$ cat src/rtl/sat_counter.sv
// rtl/sat_counter.sv - saturating event counter with synchronous clear
module sat_counter #(
  parameter int W = 16
) (
  input  logic         clk,
  input  logic         rst_n,
  input  logic         clr,
  input  logic         inc,
  output logic [W-1:0] cnt
);
  logic [W-1:0] cnt_q, cnt_d;

  // Clear wins over a same-cycle increment.
  always_comb begin
    cnt_d = cnt_q;
    if (clr) begin
      cnt_d = '0;
    end else if (inc && (cnt_q != {W{1'b1}})) begin
      cnt_d = cnt_q + W'(1);
    end
  end

  always_ff @(posedge clk) begin
    if (!rst_n) begin
      cnt_q <= '0;
    end else begin
      cnt_q <= cnt_d;
    end
  end

  assign cnt = cnt_q;
endmodule

$ cat config.mk
export PLATFORM = sky130hd
export DESIGN_NAME = sat_counter
export DESIGN_NICKNAME = d
export VERILOG_FILES = /design/src/rtl/sat_counter.sv
export SDC_FILE = /design/constraint.sdc
export NUM_CORES = 1
export LEC_CHECK = 0
export ABC_AREA = 1
export CAP_MARGIN = 20
export CORE_MARGIN = 2
export CORE_UTILIZATION = 49
export CTS_CLUSTER_DIAMETER = 100
export DETAILED_ROUTE_END_ITERATION = 8
export PLACE_DENSITY = 0.81
export SYNTH_ARGS = -nofsm -noshare
export SYNTH_HDL_FRONTEND = slang
export SYNTH_SLANG_ARGS = --single-unit
$ cat constraint.sdc
create_clock -name clk -period 1.4 [get_ports clk]
set_input_delay 0.21 -clock clk [delete_from_list [all_inputs] [get_ports clk]]
set_output_delay 0.21 -clock clk [all_outputs]
set_load 0.01 [all_outputs]
# Word level (Yosys, flattened, before mapping)
# Cells that the tools add are included.
# op_classes
n_bitwise	1
n_reduce_logical	2
eq_ne	1
mux	0
order_cmp	0
div_mod_pow	0
multipliers	0
n_shift	0
add_sub_neg	1
# op_table
cell	count
$add 16x1->16 const B	1
$ne 16x16->1 const B	1
$reduce_or 2->1	1
$logic_and 1x1->1	1
$not 1->1	1
# word_totals
ff_bits	16
inputBits	4
out_inout_bits	16
ram_bits	0
mem_bits_ro	0
latchBits	0
n_memories	0

# Longest topological paths before layout
# depth
ltp_word	2
mapped_depth	10
depth_no_buf	10

# Worst setup path after synthesis
# No wires, ideal clock.
# synth_path
path_type	reg2reg
startpoint	register cnt_q[1], in the netlist cnt[1]
endpoint	register cnt_q[13], in the netlist cnt[13]
path_stages_with_launch	8
t_arrival_ns	1.234
setup_slack_ns	0.051
synth_period_minus_slack_ns	1.349
path_cell_list	dfxtp_1 > ha_1 > inv_1 > nor2_1 > nand4_1 > buf_2 > a21oi_1 > nor2_1
# synth_between
elab_chain_cells	2
word_cells_on_any_way	3
cone_classes	1 x add/sub; 1 x eq/ne; 1 x reduce/logical
# synth_rtl
element	line_no	source
start, declared	11	logic [W-1:0] cnt_q, cnt_d;
start signal, assigned	27	cnt_q <= cnt_d;
branches (longest 2 deep; another with $add 16x1->16)	n/a	
# Parallel ways; which one is timed is not known.
# A chain may end at the register's enable or synchronous reset.

# Final worst setup path
# layout_path
startpoint	register cnt_q[1], in the netlist cnt[1]
endpoint	register cnt_q[2], in the netlist cnt[2]
# Same word-level chain as after synthesis.

==> flow_metrics.env <==
export IMPL_status="finished, violations left"
export IMPL_violations="negative setup slack"
export IMPL_period_minus_slack_ns=1.48
export IMPL_cts_sinks=16
export IMPL_routabilityCongestion=0.842
export IMPL_fin_crit_sh=1.06
export IMPL_synth_most_common_cell="nor2_1"
export IMPL_fin_cells=208
export IMPL_initial_core_util=0.522
export IMPL_synth_xor_area_frac=0
export IMPL_synth_top_cell_by_area="dfxtp_1"
export IMPL_wl_um=2940
export IMPL_final_nets=189
export IMPL_yosysWarnings=0
export IMPL_finalWorstSetupSlack_ns=-0.0792
export IMPL_holdCritStartpoint="cnt[3]"
export IMPL_vias=1158
export IMPL_cpLargestDelayFamily="simple AND/OR/NAND/NOR gates"
export IMPL_cp_slowest_cell="dfxtp_2"
export IMPL_root_buffer="clkbuf_4"
export IMPL_drc=0
export IMPL_rows=15
export IMPL_ant_nets=0
export IMPL_synth_top_family_by_area="simple AND/OR/NAND/NOR gates"
export IMPL_die_h_um=47.1
export IMPL_regToRegStartpoint="cnt[1]"
export IMPL_fin_util=0.801
export IMPL_yosysSeqAreaShare=0.352
export IMPL_syn_nets=158
export IMPL_r2r_end="cnt[2]"
export IMPL_ys_types=14
export IMPL_antenna_found_initial=0
export IMPL_die_area_um2=2220
export IMPL_syn_area_per_cell_um2=5.95
export IMPL_whs_endpoint="cnt[3]"
export IMPL_cts_tree="done"
export IMPL_clk_path_buf_depth=2
export IMPL_synth_simple_area_share=0.481
export IMPL_io_pins=20
export IMPL_vias_per_cell=5.57
export IMPL_worstSetupPathType="flop to flop"
export IMPL_clk_latency_ns=0.29
export IMPL_syn_area_um2=911
export IMPL_r2r_cells=8
export IMPL_finalSetupViolCount=12
export IMPL_dieWidth_um=47.1
export IMPL_synthToLayoutAreaGrowth_pct=53.4
export IMPL_hp_class="flop to flop"
export IMPL_grt_pass1_vias=975
export IMPL_path_buf_inv=2
export IMPL_p_per_area_nw_per_um2=579
export IMPL_gr_total_overflow=0
export IMPL_cts_max_level=1
export IMPL_wl_per_cell_um=14.1
export IMPL_first_pass_iters=4
export IMPL_fmax_ghz=0.676
export IMPL_tightest_slew_ns=0.310
export IMPL_postSynth_asyncResetShare=0
export IMPL_crit_arrival_ns=1.71
export IMPL_cp_start_kind="flop"
export IMPL_required_ns=1.63
export IMPL_grt_pass1_wl_um=3970
export IMPL_crit_path_max_incr_delay_ns=0.36
export IMPL_leakage_nw=0.536
export IMPL_hold_buffers=0
export IMPL_drive_gt1_frac=0.355
export IMPL_clk_pin_slew_worst_paths_ns=0.09
export IMPL_ys_flop_type="dfxtp_1"
export IMPL_gr_usage_all_layers=0.247
export IMPL_dpl_cell_count=201
export IMPL_drtIter0Drc=58
export IMPL_muxShareOfSynthArea=0
export IMPL_drv_slew=0
export IMPL_synth_compound_gate_area_share=0.0879
export IMPL_cts_made_buffers=3
export IMPL_min_delay_path_depth=2
export IMPL_largest_reg_flops=16
export IMPL_synth_edff_count=0
export IMPL_cp_max_fo=5
export IMPL_place_port_buffers=19
export IMPL_grt_max_degree=11
export IMPL_drv_cap=0
export IMPL_slew_headroom=0.793
export IMPL_synth_area_leaders="dfxtp_1 (35%), nor2_1 (17%), nand2_1 (16%), nand3_1 (7.1%), a21oi_1 (6.6%)"
export IMPL_netlist_area_leader_share=0.352
export IMPL_core_area_um2=1750
export IMPL_cp_startpoint="cnt[1]"
export IMPL_dp_hpwl_um=1790
export IMPL_yosys_register_bits=16
export IMPL_synthAdderAreaFrac=0.0137
export IMPL_synthCells=153
export IMPL_skew_ns=0.00315
export IMPL_crit_chain="ha_4 -> inv_2 -> nor2_4 -> nand4_1 -> buf_6 -> nand3_1 -> nand2_1 -> nor2_1"
export IMPL_vdd_drop_max_mv=0.704
export IMPL_n_antenna_cell=0
export IMPL_rrSetupSlack_ns=-0.08
export IMPL_hold_viol_final=0
export IMPL_endpoint_kind="flop"
export IMPL_rsz0062_at_grt="yes"
export IMPL_ys_top_cells_by_count="nor2_1 (42), nand2_1 (40), dfxtp_1 (16)"
## worst min-delay path, delay by kind of cell, from the launching register on
kind / cells / cell delay [ns]
compound gates: 1 / 0.03
flops: 1 / 0.38
simple gates: 1 / 0.06
## cells in the final DEF, fill, tap and decap left out, types with 6 or more instances in the layout
| cell type | n |
|---|---|
| dfxtp_4 | 8 |
| nand3_1 | 9 |
| nand2_1 | 34 |
| a21oi_2 | 8 |
| buf_4 | 6 |
| nor2_1 | 36 |
| dfxtp_2 | 8 |
| nor2_2 | 6 |
| inv_1 | 9 |
| dlygate4sd2_1 | 16 |
| nand2_2 | 7 |
## stage by stage
stage                     hold slack, ns  area [µm²]  setup TNS, ns  setup WS, ns  total power, W
after floorplan                    0.407         911              0        0.0507        0.000495
final                              0.511        1400         -0.554       -0.0792        0.000809
after detailed placement           0.534        1170         -0.475        -0.119        0.000525
after global placement             0.525        1170         -0.208       -0.0734        0.000524
after global routing               0.537        1400          -1.43        -0.149        0.000851
after CTS                          0.521        1200              0       0.00206        0.000828
## repair_timing
| action | in CTS | in global routing |
|---|---|---|
| pin swaps | 0 | 13 |
| cloned | 0 | 2 |
| endpoints found under the setup margin | 16 | 16 |
| setup buffers | 0 | 1 |
| resized for setup | 29 | 54 |
## report_power, final
group / internal [W] / switching (W)
Clock: 0.000159 / 0.000148
Combinational: 0.0000279 / 0.0000298
Sequential: 0.000442 / 0.00000255
Total: 0.000629 / 0.000180
## cells by family (layout without fill, tap and decap cells)
logic type / Yosys count / in the layout
adders and majority gates: 1 / 1
DFF: 16 / 16
and+or+nand+nor: 105 / 105
AOI/OAI and AO/OA: 16 / 16
buffers and inverters: 15 / 45
## metal layers
layer / GRT usage / share of wire / vias to the layer above
met3: 0.0731 / 0.097 / 15
met4: 0.0278 / 0.031 / 0
met1: 0.294 / 0.37 / 519
li1: - / - / 547
met5: 0 / 0 / -
met2: 0.452 / 0.50 / 77
## final cells by class
type                    count  area [µm²]
multi-input cells         122         664
flip-flops and latches     16         360
fillers                   127         348
repair buffers             29         260
inverters                  12        45.0
clock buffers               4        36.3
well taps                  25        31.3
## worst max path at each step
| stage | slack, ns | endpoint | cells past startpoint |
|---|---|---|---|
| global placement | -0.07 | cnt[8] | 10 |
| finish | -0.08 | cnt[2] | 8 |
| global route | -0.15 | cnt[13] | 7 |
| floorplan | 0.05 | cnt[13] | 7 |
| detailed placement | -0.12 | cnt[8] | 10 |
| CTS | 0.002 | cnt[6] | 7 |
Power figures use the tool's default switching activity.
